[src/rtl/transposer_row_feeder_if.sv]
// Row stream into the feeder and tile-framed row stream out to the transposer.
// The slave modport is the feeder's view; the master modport is the producer/consumer side.
interface transposer_row_feeder_if #(
    parameter int DIM = 16,
    parameter int W   = 8
);
    logic               in_valid;
    logic               in_ready;
    logic [DIM*W-1:0]   in_row;
    logic               in_last;
    logic               out_row_valid;
    logic [DIM*W-1:0]   out_row;
    logic               out_tile_first;
    logic               out_tile_last;
    logic               busy;

    modport master (
        output in_valid, in_row, in_last,
        input  in_ready, out_row_valid, out_row, out_tile_first, out_tile_last, busy
    );

    modport slave (
        input  in_valid, in_row, in_last,
        output in_ready, out_row_valid, out_row, out_tile_first, out_tile_last, busy
    );
endinterface

[src/rtl/transposer_row_feeder.sv]
// Buffers incoming rows in a FIFO and issues each tile as DIM back-to-back valid rows,
// zero-padding tiles closed early by in_last.
module transposer_row_feeder #(
    parameter int DIM   = 16,
    parameter int W     = 8,
    parameter int DEPTH = 2 * DIM
) (
    input  logic                   clk,
    input  logic                   rst,
    transposer_row_feeder_if.slave bus
);
    localparam int RW    = DIM * W;
    localparam int OCC_W = $clog2(DEPTH + 1);
    localparam int PTR_W = (DEPTH > 1) ? $clog2(DEPTH) : 1;
    localparam int CNT_W = (DIM > 1) ? $clog2(DIM) : 1;
    localparam logic [OCC_W-1:0] DIM_OCC   = OCC_W'(DIM);
    localparam logic [OCC_W-1:0] DEPTH_OCC = OCC_W'(DEPTH);
    localparam logic [PTR_W-1:0] PTR_LAST  = PTR_W'(DEPTH - 1);
    localparam logic [CNT_W-1:0] CNT_LAST  = CNT_W'(DIM - 1);

    generate
        if (DEPTH < DIM) begin : g_depth_check
            $error("transposer_row_feeder: DEPTH must be >= DIM");
        end
    endgenerate

    typedef enum logic [1:0] {IDLE, FEED, PAD} state_t;

    logic [RW:0]      mem_q [DEPTH];
    logic [RW:0]      head;
    logic             push;
    logic             pop;
    logic             tile_end;

    state_t           state_q, state_d;
    logic [CNT_W-1:0] row_cnt_q, row_cnt_d;
    logic [OCC_W-1:0] occ_q, occ_d;
    logic [OCC_W-1:0] lasts_q, lasts_d;
    logic [PTR_W-1:0] wr_ptr_q, wr_ptr_d;
    logic [PTR_W-1:0] rd_ptr_q, rd_ptr_d;
    logic             in_ready_q, in_ready_d;
    logic             out_valid_q, out_valid_d;
    logic [RW-1:0]    out_row_q, out_row_d;
    logic             out_first_q, out_first_d;
    logic             out_last_q, out_last_d;

    assign push = bus.in_valid & in_ready_q;
    assign head = mem_q[rd_ptr_q];

    always_comb begin
        state_d     = state_q;
        row_cnt_d   = row_cnt_q;
        pop         = 1'b0;
        tile_end    = 1'b0;
        out_valid_d = 1'b0;
        out_row_d   = '0;
        case (state_q)
            IDLE: begin
                // Either a full tile is buffered or a closing row is, so FEED never underruns.
                if ((occ_q >= DIM_OCC) || (lasts_q != '0)) state_d = FEED;
            end
            FEED: begin
                pop         = 1'b1;
                out_valid_d = 1'b1;
                out_row_d   = head[RW-1:0];
                if (row_cnt_q == CNT_LAST) begin
                    tile_end = 1'b1;
                end else begin
                    row_cnt_d = row_cnt_q + 1'b1;
                    if (head[RW]) state_d = PAD;
                end
            end
            PAD: begin
                out_valid_d = 1'b1;
                if (row_cnt_q == CNT_LAST) tile_end = 1'b1;
                else row_cnt_d = row_cnt_q + 1'b1;
            end
            default: state_d = IDLE;
        endcase
        out_first_d = out_valid_d && (row_cnt_q == '0);
        out_last_d  = out_valid_d && (row_cnt_q == CNT_LAST);

        occ_d    = occ_q + OCC_W'(push) - OCC_W'(pop);
        lasts_d  = lasts_q + OCC_W'(push & bus.in_last) - OCC_W'(pop & head[RW]);
        wr_ptr_d = push ? ((wr_ptr_q == PTR_LAST) ? '0 : wr_ptr_q + 1'b1) : wr_ptr_q;
        rd_ptr_d = pop  ? ((rd_ptr_q == PTR_LAST) ? '0 : rd_ptr_q + 1'b1) : rd_ptr_q;
        in_ready_d = (occ_d < DEPTH_OCC);

        // Re-test the start condition on next-cycle counts so consecutive tiles run gap-free.
        if (tile_end) begin
            row_cnt_d = '0;
            state_d   = ((occ_d >= DIM_OCC) || (lasts_d != '0)) ? FEED : IDLE;
        end
    end

    always_ff @(posedge clk or posedge rst) begin
        if (rst) begin
            state_q     <= IDLE;
            row_cnt_q   <= '0;
            occ_q       <= '0;
            lasts_q     <= '0;
            wr_ptr_q    <= '0;
            rd_ptr_q    <= '0;
            in_ready_q  <= 1'b0;
            out_valid_q <= 1'b0;
            out_row_q   <= '0;
            out_first_q <= 1'b0;
            out_last_q  <= 1'b0;
        end else begin
            state_q     <= state_d;
            row_cnt_q   <= row_cnt_d;
            occ_q       <= occ_d;
            lasts_q     <= lasts_d;
            wr_ptr_q    <= wr_ptr_d;
            rd_ptr_q    <= rd_ptr_d;
            in_ready_q  <= in_ready_d;
            out_valid_q <= out_valid_d;
            out_row_q   <= out_row_d;
            out_first_q <= out_first_d;
            out_last_q  <= out_last_d;
        end
    end

    always_ff @(posedge clk) begin
        if (push) mem_q[wr_ptr_q] <= {bus.in_last, bus.in_row};
    end

    assign bus.in_ready       = in_ready_q;
    assign bus.out_row_valid  = out_valid_q;
    assign bus.out_row        = out_row_q;
    assign bus.out_tile_first = out_first_q;
    assign bus.out_tile_last  = out_last_q;
    assign bus.busy           = (occ_q != '0) || (state_q != IDLE);
endmodule

[src/flat_wrapper.sv]
// flat-port wrapper written by rule: the top's interface ports become plain ports
module transposer_row_feeder_flat 
#(
    parameter int DIM   = 16,
    parameter int W     = 8,
    parameter int DEPTH = 2 * DIM
)
  (clk, rst, bus_in_valid, bus_in_row, bus_in_last, bus_in_ready, bus_out_row_valid, bus_out_row, bus_out_tile_first, bus_out_tile_last, bus_busy);
  transposer_row_feeder_if #(.DIM(DIM), .W(W)) bus_i ();
  input  logic clk;
  input  logic rst;
  input wire logic [$bits(bus_i.in_valid)-1:0] bus_in_valid;
  input wire logic [$bits(bus_i.in_row)-1:0] bus_in_row;
  input wire logic [$bits(bus_i.in_last)-1:0] bus_in_last;
  output wire logic [$bits(bus_i.in_ready)-1:0] bus_in_ready;
  output wire logic [$bits(bus_i.out_row_valid)-1:0] bus_out_row_valid;
  output wire logic [$bits(bus_i.out_row)-1:0] bus_out_row;
  output wire logic [$bits(bus_i.out_tile_first)-1:0] bus_out_tile_first;
  output wire logic [$bits(bus_i.out_tile_last)-1:0] bus_out_tile_last;
  output wire logic [$bits(bus_i.busy)-1:0] bus_busy;
  assign bus_i.in_valid = bus_in_valid;
  assign bus_i.in_row = bus_in_row;
  assign bus_i.in_last = bus_in_last;
  assign bus_in_ready = bus_i.in_ready;
  assign bus_out_row_valid = bus_i.out_row_valid;
  assign bus_out_row = bus_i.out_row;
  assign bus_out_tile_first = bus_i.out_tile_first;
  assign bus_out_tile_last = bus_i.out_tile_last;
  assign bus_busy = bus_i.busy;
  transposer_row_feeder #(.DIM(DIM), .W(W), .DEPTH(DEPTH)) u_core (.clk(clk), .rst(rst), .bus(bus_i));
endmodule
[config.mk]
export PLATFORM = sky130hd
export DESIGN_NAME = transposer_row_feeder_flat
export DESIGN_NICKNAME = d
export VERILOG_FILES = /design/src/rtl/transposer_row_feeder_if.sv /design/src/rtl/transposer_row_feeder.sv /design/src/flat_wrapper.sv
export SDC_FILE = /design/constraint.sdc
export NUM_CORES = 2
export LEC_CHECK = 0
export CAP_MARGIN = 20
export CORE_UTILIZATION = 40
export DETAILED_ROUTE_END_ITERATION = 8
export GPL_TIMING_DRIVEN = 0
export PLACE_DENSITY = 0.62
export SYNTH_ARGS = -nofsm -noshare
export SYNTH_HDL_FRONTEND = slang
export SYNTH_MEMORY_MAX_BITS = 65536
export SYNTH_SLANG_ARGS = --single-unit
[constraint.sdc]
create_clock -name clk -period 18.2 [get_ports clk]
set_input_delay 2.73 -clock clk [delete_from_list [all_inputs] [get_ports clk]]
set_output_delay 2.73 -clock clk [all_outputs]
set_load 0.02 [all_outputs]
After elaboration in Yosys (flattened, before gate mapping) --
Memories as Yosys holds them, arrays and structs flattened. Index checks and enable logic that the tools add are counted.
Word-level totals: register bits 160, RAM bits 4128, input port bits 132, output and inout port bits 133, word-level logic and storage cells 68, memories 1
Memories:
- u_core.mem_q | depth 32, width 129, read ports 1, clocked after Yosys merged registers in 0, wr ports 1, RTL line transposer_row_feeder.sv:29 | logic [RW:0] mem_q [DEPTH];
Cells by class: add/sub/neg operators 7, $lt $le $gt $ge 3, equality and inequality tests 10, multiplexer cells 18, bitwise logic cells 3, reduce and logical (&&, ||, !) cells 15
Operators by type and width (number):
- 128-bit 2-to-1 mux | 1
- 6-bit nonzero test | 3
- 6-bit by 5-bit >= comparator with 1-bit output, second input constant | 2
- 4-bit 2-to-1 mux | 3
- 5-bit by 1-bit adder with 5-bit output, second input constant | 2
- 5-bit equality test, second input constant | 2
- 5-bit 2-to-1 mux | 2
- 2-bit 2-to-1 mux | 4
- 1-bit 2-to-1 mux | 7
- 6-bit by 1-bit adder with 6-bit output | 1
- 6-bit adder | 1
- 6-bit less-than comparator, second input constant | 1
- 3-bit by 1-bit inequality test with 1-bit output, second input constant | 2
- 2-bit one-hot mux with 3 select lines | 1
- 6-bit by 1-bit subtractor with 6-bit output | 1
- 6-bit subtractor | 1
- 4-bit by 1-bit adder with 4-bit output, second input constant | 1
- 4-bit equality test, second input constant | 1
- 4-bit zero test | 1
- 2-bit by 1-bit inequality test with 1-bit output, second input constant | 2
- 4-bit AND reduction | 1
- 2-bit nonzero test | 2
- 1-bit bitwise AND | 3
- 1-bit logical OR | 3
- 7 further kinds | 8

Depth between registers and ports, before layout --
word-level depth 8, mapped depth 22, depth with buffers taken out 16

Least setup slack after synthesis --
OpenSTA, ideal clock, no wires.
path type input-to-reg, start point input bus_in_valid, end point memory u_core.mem_q[31][0] (netlist name) (enable), library setup time 0.619 ns, data arrival time 8.370 ns, data required time 17.581 ns, path slack 9.211 ns, stages on the path 2, path buffers 0, cell sequence nand3_1 -> nor2_1
On the way: cells in the longest elaborated chain, start to end 3
RTL lines:
- start, declared | RTL line flat_wrapper.sv:12 | input wire logic [$bits(bus_i.in_valid)-1:0] bus_in_valid;
- 1-bit bitwise AND | RTL line transposer_row_feeder.sv:47 | assign push = bus.in_valid & in_ready_q;
- 1-bit 2-to-1 mux | RTL line transposer_row_feeder.sv:125 | if (push) mem_q[wr_ptr_q] <= {bus.in_last, bus.in_row};
- 1-bit 2-to-1 mux (implied by the code) | RTL line transposer_row_feeder.sv:125
- end, declared | RTL line transposer_row_feeder.sv:29
No other way between the ends.

Final worst setup path --
start point register u_core.rd_ptr_q[1], end point register u_core.state_q[0]
On the way: cells in the longest elaborated chain, start to end 7, elaborated cells between the ends (all ways) 9, classes of those cells 1 x add/sub; 1 x eq/ne; 2 x mux; 1 x bitwise; 3 x reduce/logical; 1 x memory
RTL lines:
- start, declared | RTL line transposer_row_feeder.sv:40 | logic [PTR_W-1:0] rd_ptr_q, rd_ptr_d;
- start signal, assigned | RTL line transposer_row_feeder.sv:115 | rd_ptr_q <= rd_ptr_d;
- memory read 32 x 129 bit
- 1-bit bitwise AND | RTL line transposer_row_feeder.sv:84 | lasts_d = lasts_q + OCC_W'(push & bus.in_last) - OCC_W'(pop & head[RW]);
- 6-bit subtractor | RTL line transposer_row_feeder.sv:84
- net u_core.lasts_d[4] | RTL line transposer_row_feeder.sv:38 | logic [OCC_W-1:0] lasts_q, lasts_d;
- 6-bit nonzero test | RTL line transposer_row_feeder.sv:92 | state_d = ((occ_d >= DIM_OCC) || (lasts_d != '0)) ? FEED : IDLE;
- 1-bit logical OR | RTL line transposer_row_feeder.sv:92
- 1-bit 2-to-1 mux | RTL line transposer_row_feeder.sv:92
- 2-bit 2-to-1 mux | RTL line transposer_row_feeder.sv:90 | if (tile_end) begin
- end signal, assigned | RTL line transposer_row_feeder.sv:110 | state_q <= state_d;
- end, declared | RTL line transposer_row_feeder.sv:35 | state_t state_q, state_d;
The timed path passes the listed nets, and every way through them passes these cells. A chain may end at the register's enable or synchronous reset.

==> summary.md <==
| Metric | Value |
|---|---|
| Hold-fix buffers, CTS | 0 |
| Critical path, cell by cell | buf_2 -> buf_2 -> buf_2 -> clkbuf_1 -> buf_8 -> clkbuf_1 -> nand3_1 -> nand3_1 -> nand3_1 -> and2_1 -> ha_1 -> inv_1 -> ha_1 -> inv_1 -> fa_1 -> nand2b_1 -> a21oi_1 -> xnor2_1 -> or4b_2 -> o32ai_1 -> mux2i_1 |
| Starting Density | 0.403 |
| Ys async rst share | 0.0373 |
| Max-slew headroom | 0.178 |
| Drt total wl | 394000 um |
| Row cnt | 233 |
| Switching share of total power | 0.299 |
| Crit share post-route | 0.383 |
| Gr ovfl total | 0 |
| Status | finished clean |
| Int Pwr | 19.5 mW |
| CP arrival | 7.77 ns |
| Cells after synthesis | 6953 |
| Cell Area, Synth | 163000 um2 |
| IO Pins | 265 |
| Fin nets | 8095 |
| Die width | 639 um |
| CTS tree | yes |
| Slew @ Worst Pin | 1.23 ns |
| CP Max Fanout | 10 |
| Area Growth Syn to Fin | 18.2% |
| Final max-slew violation count | 0 |
| Initial antenna violation count | 34 |
| End point of the critical path | u_core.state_q[0]$_DFFE_PP0P_ |
| Final Util | 0.476 |
| Post-synthesis cell type count | 47 |
| CP startpoint kind | register |
| Top delay family on crit path | buffers and inverters |
| Fillers | 32469 |
| Critical path class | reg -> reg |
| Lkg Pwr | 59.9 nW |
| Initial drt markers | 7630 |
| Post-synth EDFFs | 4128 |
| Share of layout cells above drive strength 1 | 0.267 |
| R2R Setup Slk | 11.23 ns |
| Worst r2r src | u_core.rd_ptr_q[1]$_DFFE_PP0N_ |
| Clk slew on worst S/H paths | 0.06 ns |
| Yosys reg bits | 4288 |
| R2r endpoint | u_core.state_q[0]$_DFFE_PP0P_ |
| Clk root buf | clkbuf_16 |
| Syn_nets | 7116 |
| Number of hold violations in the final report | 0 |
| Peak supply drop | 96.3 uV |
| Post-CTS Resized | 0 |
| First-pass GRT wire length | 566000 um |
| Post-synthesis average cell area | 23.4 um2 |
| Top cells by area, synth | edfxtp_1, mux4_2, dfrtp_1 |
| Number of global-route vias before repair | 78934 |
| Drt pass-1 iters | 6 |
| Worst path depth | 21 |
| NetSw | 8.32 mW |
| Number of setup violations in the final report | 0 |
| Worst path max stage delay | 0.72 ns |
| Combinational Power Share | 0.284 |
| Yosys top cell area share | 0.763 |
| Clock Skews | 0.0708 ns |
| Num CTS Buffers | 427 |
| Register area | 128000 um2 |
| YS warnings | 0 |
| Ys flop type | edfxtp_1 |
| Footprint of the multi-input gates | 32900 um2 |
| I/O Buffers | 264 |
| Worst path slowest cell | clkbuf_1 |
| RSZ-0062 raised after global routing | false |
| Post-CTS setup buffers | 0 |
| Crit path capture type | register |
| Max clock buf depth | 4 |
| Sum Neg Setup Slack | 0 ns |
| Synth area leader | edfxtp_1 |
| Hold path depth | 1 |
| Detail Route Antenna Nets | 0 |
| Residual DRC | 0 |
| Core area | 403000 um2 |
| Avg WL per Cell | 28.8 um |
| R2R cell count | 21 |
| Post-synthesis sequential area ratio | 0.787 |
| Commonest non-fill, non-tap cell in the layout | edfxtp_1 |
| Clock latency on the worst-skew pair | 0.98 ns |
| Vias post-DR | 75881 |
| Worst Path Required | 19.01 ns |
| Fmax | 144 MHz |
| Largest net degree at the start of global routing | 89 |
| Critical path startpoint | u_core.rd_ptr_q[1]$_DFFE_PP0N_ |
| Max-cap check violation count | 0 |
| Final GP Congestion | 0.753 |
| Reg power frac | 0.407 |
| Total GRT Usage | 0.190 |
| Most frequent cells in the layout | edfxtp_1, mux4_2, clkbuf_16 |
| Pwr Density | 145 nW/um2 |
| Clock share of power | 0.308 |
| H-tree depth | 5 |
| Via density | 5.53 |
| DP HPWL | 264000 um |
| Hold Path Class | reg -> reg |
| DIE AREA | 409000 um2 |
| Tmin final | 6.97 ns |
| Clk sinks | 4288 |
| Die height | 639 um |
| CP bufs+invs | 8 |
==> final cells by class <==
class	count	share of cell area
Tap cell	5405	0.0352
Antenna cell	19	0.000247
Sequential cell	4288	0.666
Multi-Input combinational cell	2240	0.171
Clock inverter	232	0.0115
Clock buffer	555	0.0596
Inverter	31	0.000645
Timing Repair Buffer	550	0.0462
Buffer	394	0.00960
==> worst min path at each step <==
| stage | start | end | slack [ns] |
|---|---|---|---|
| 2_1_floorplan | u_core.row_cnt_q[3]$_DFFE_PP0P_ | u_core.bus.out_tile_first$_DFF_PP0_ | 0.47 |
| 5_1_grt | u_core.occ_q[0]$_DFF_PP0_ | u_core.occ_q[0]$_DFF_PP0_ | 0.56 |
| 3_3_place_gp | u_core.occ_q[0]$_DFF_PP0_ | u_core.occ_q[0]$_DFF_PP0_ | 0.50 |
| 4_1_cts | u_core.occ_q[0]$_DFF_PP0_ | u_core.occ_q[0]$_DFF_PP0_ | 0.52 |
| 6_report | u_core.occ_q[0]$_DFF_PP0_ | u_core.occ_q[0]$_DFF_PP0_ | 0.52 |
| 3_5_place_dp | u_core.occ_q[0]$_DFF_PP0_ | u_core.occ_q[0]$_DFF_PP0_ | 0.51 |
==> registers in the layout, indices dropped and copies added, names as in the netlist <==
name and count:
u_core.bus.in_ready 1, u_core.rd_ptr_q 5, u_core.state_q 2, u_core.bus.out_row_valid 1
u_core.bus.out_row 128, u_core.bus.out_tile_first 1, u_core.occ_q 6, u_core.bus.out_tile_last 1
u_core.row_cnt_q 4, u_core.lasts_q 6, u_core.mem_q 4128, u_core.wr_ptr_q 5
==> per-layer routing <==
layer / vias up / global-route usage / share of wire
met5: - / 0 / 0.00025
met4: 12 / 0.0565 / 0.030
met3: 586 / 0.0326 / 0.064
met2: 2645 / 0.320 / 0.50
met1: 41065 / 0.254 / 0.40
li1: 31573 / - / -
==> Yosys cell counts (2+ instances only) <==
cell	count
a21oi_1	141
a22oi_1	2
a311oi_1	128
nor4_1	2
nor2_1	39
nand3b_1	4
o21ai_0	11
dfrtp_1	160
a21o_1	3
nand2b_1	4
nor3b_1	2
and3_1	3
fa_1	2
clkbuf_1	238
buf_2	78
buf_1	24
mux2_2	3
o31ai_1	2
a211oi_1	129
nor2b_1	262
ha_1	29
inv_1	30
buf_6	10
xnor2_1	3
nor3_1	3
buf_4	44
mux2i_1	11
xor2_1	5
edfxtp_1	4128
nand2_1	267
nand3_1	15
mux4_2	1156
==> cell families after synthesis <==
| kind of cell | Yosys count | synth area share |
|---|---|---|
| DFF | 4288 | 0.787 |
| muxes | 1170 | 0.161 |
| and+or+nand+nor | 609 | 0.0187 |
| buffers and inverters | 425 | 0.0119 |
| AOI/OAI and AO/OA | 422 | 0.0182 |
| adders and majority gates | 31 | 0.00248 |
| xor gates and xnor gates | 8 | 0.000431 |
==> stage by stage <==
step | std cells | total power, mW | hold WS [ns] | instance area [um2] | setup WS (ns)
after CTS | 13609 | 28.1 | 0.521 | 190000 | 11.17
after floorplan | 6953 | 16.5 | 0.471 | 163000 | 9.21
after detailed placement | 12822 | 19.6 | 0.508 | 176000 | 11.24
after global placement | 12622 | 19.4 | 0.500 | 172000 | 1.75
final | 13714 | 27.8 | 0.519 | 192000 | 11.23
after global routing | 13702 | 28.9 | 0.556 | 192000 | 10.92
==> power groups by stage <==
stage | combinational, mW | clock (mW) | sequential, mW
finish | 7.91 | 8.59 | 11.3
global route | 8.43 | 9.10 | 11.4
CTS | 8.03 | 8.74 | 11.4
floorplan | 4.86 | 0 | 11.7
detailed placement | 8.00 | 0 | 11.6
global placement | 7.74 | 0 | 11.7
No activity file was read; power rests on OpenSTA's default activity.
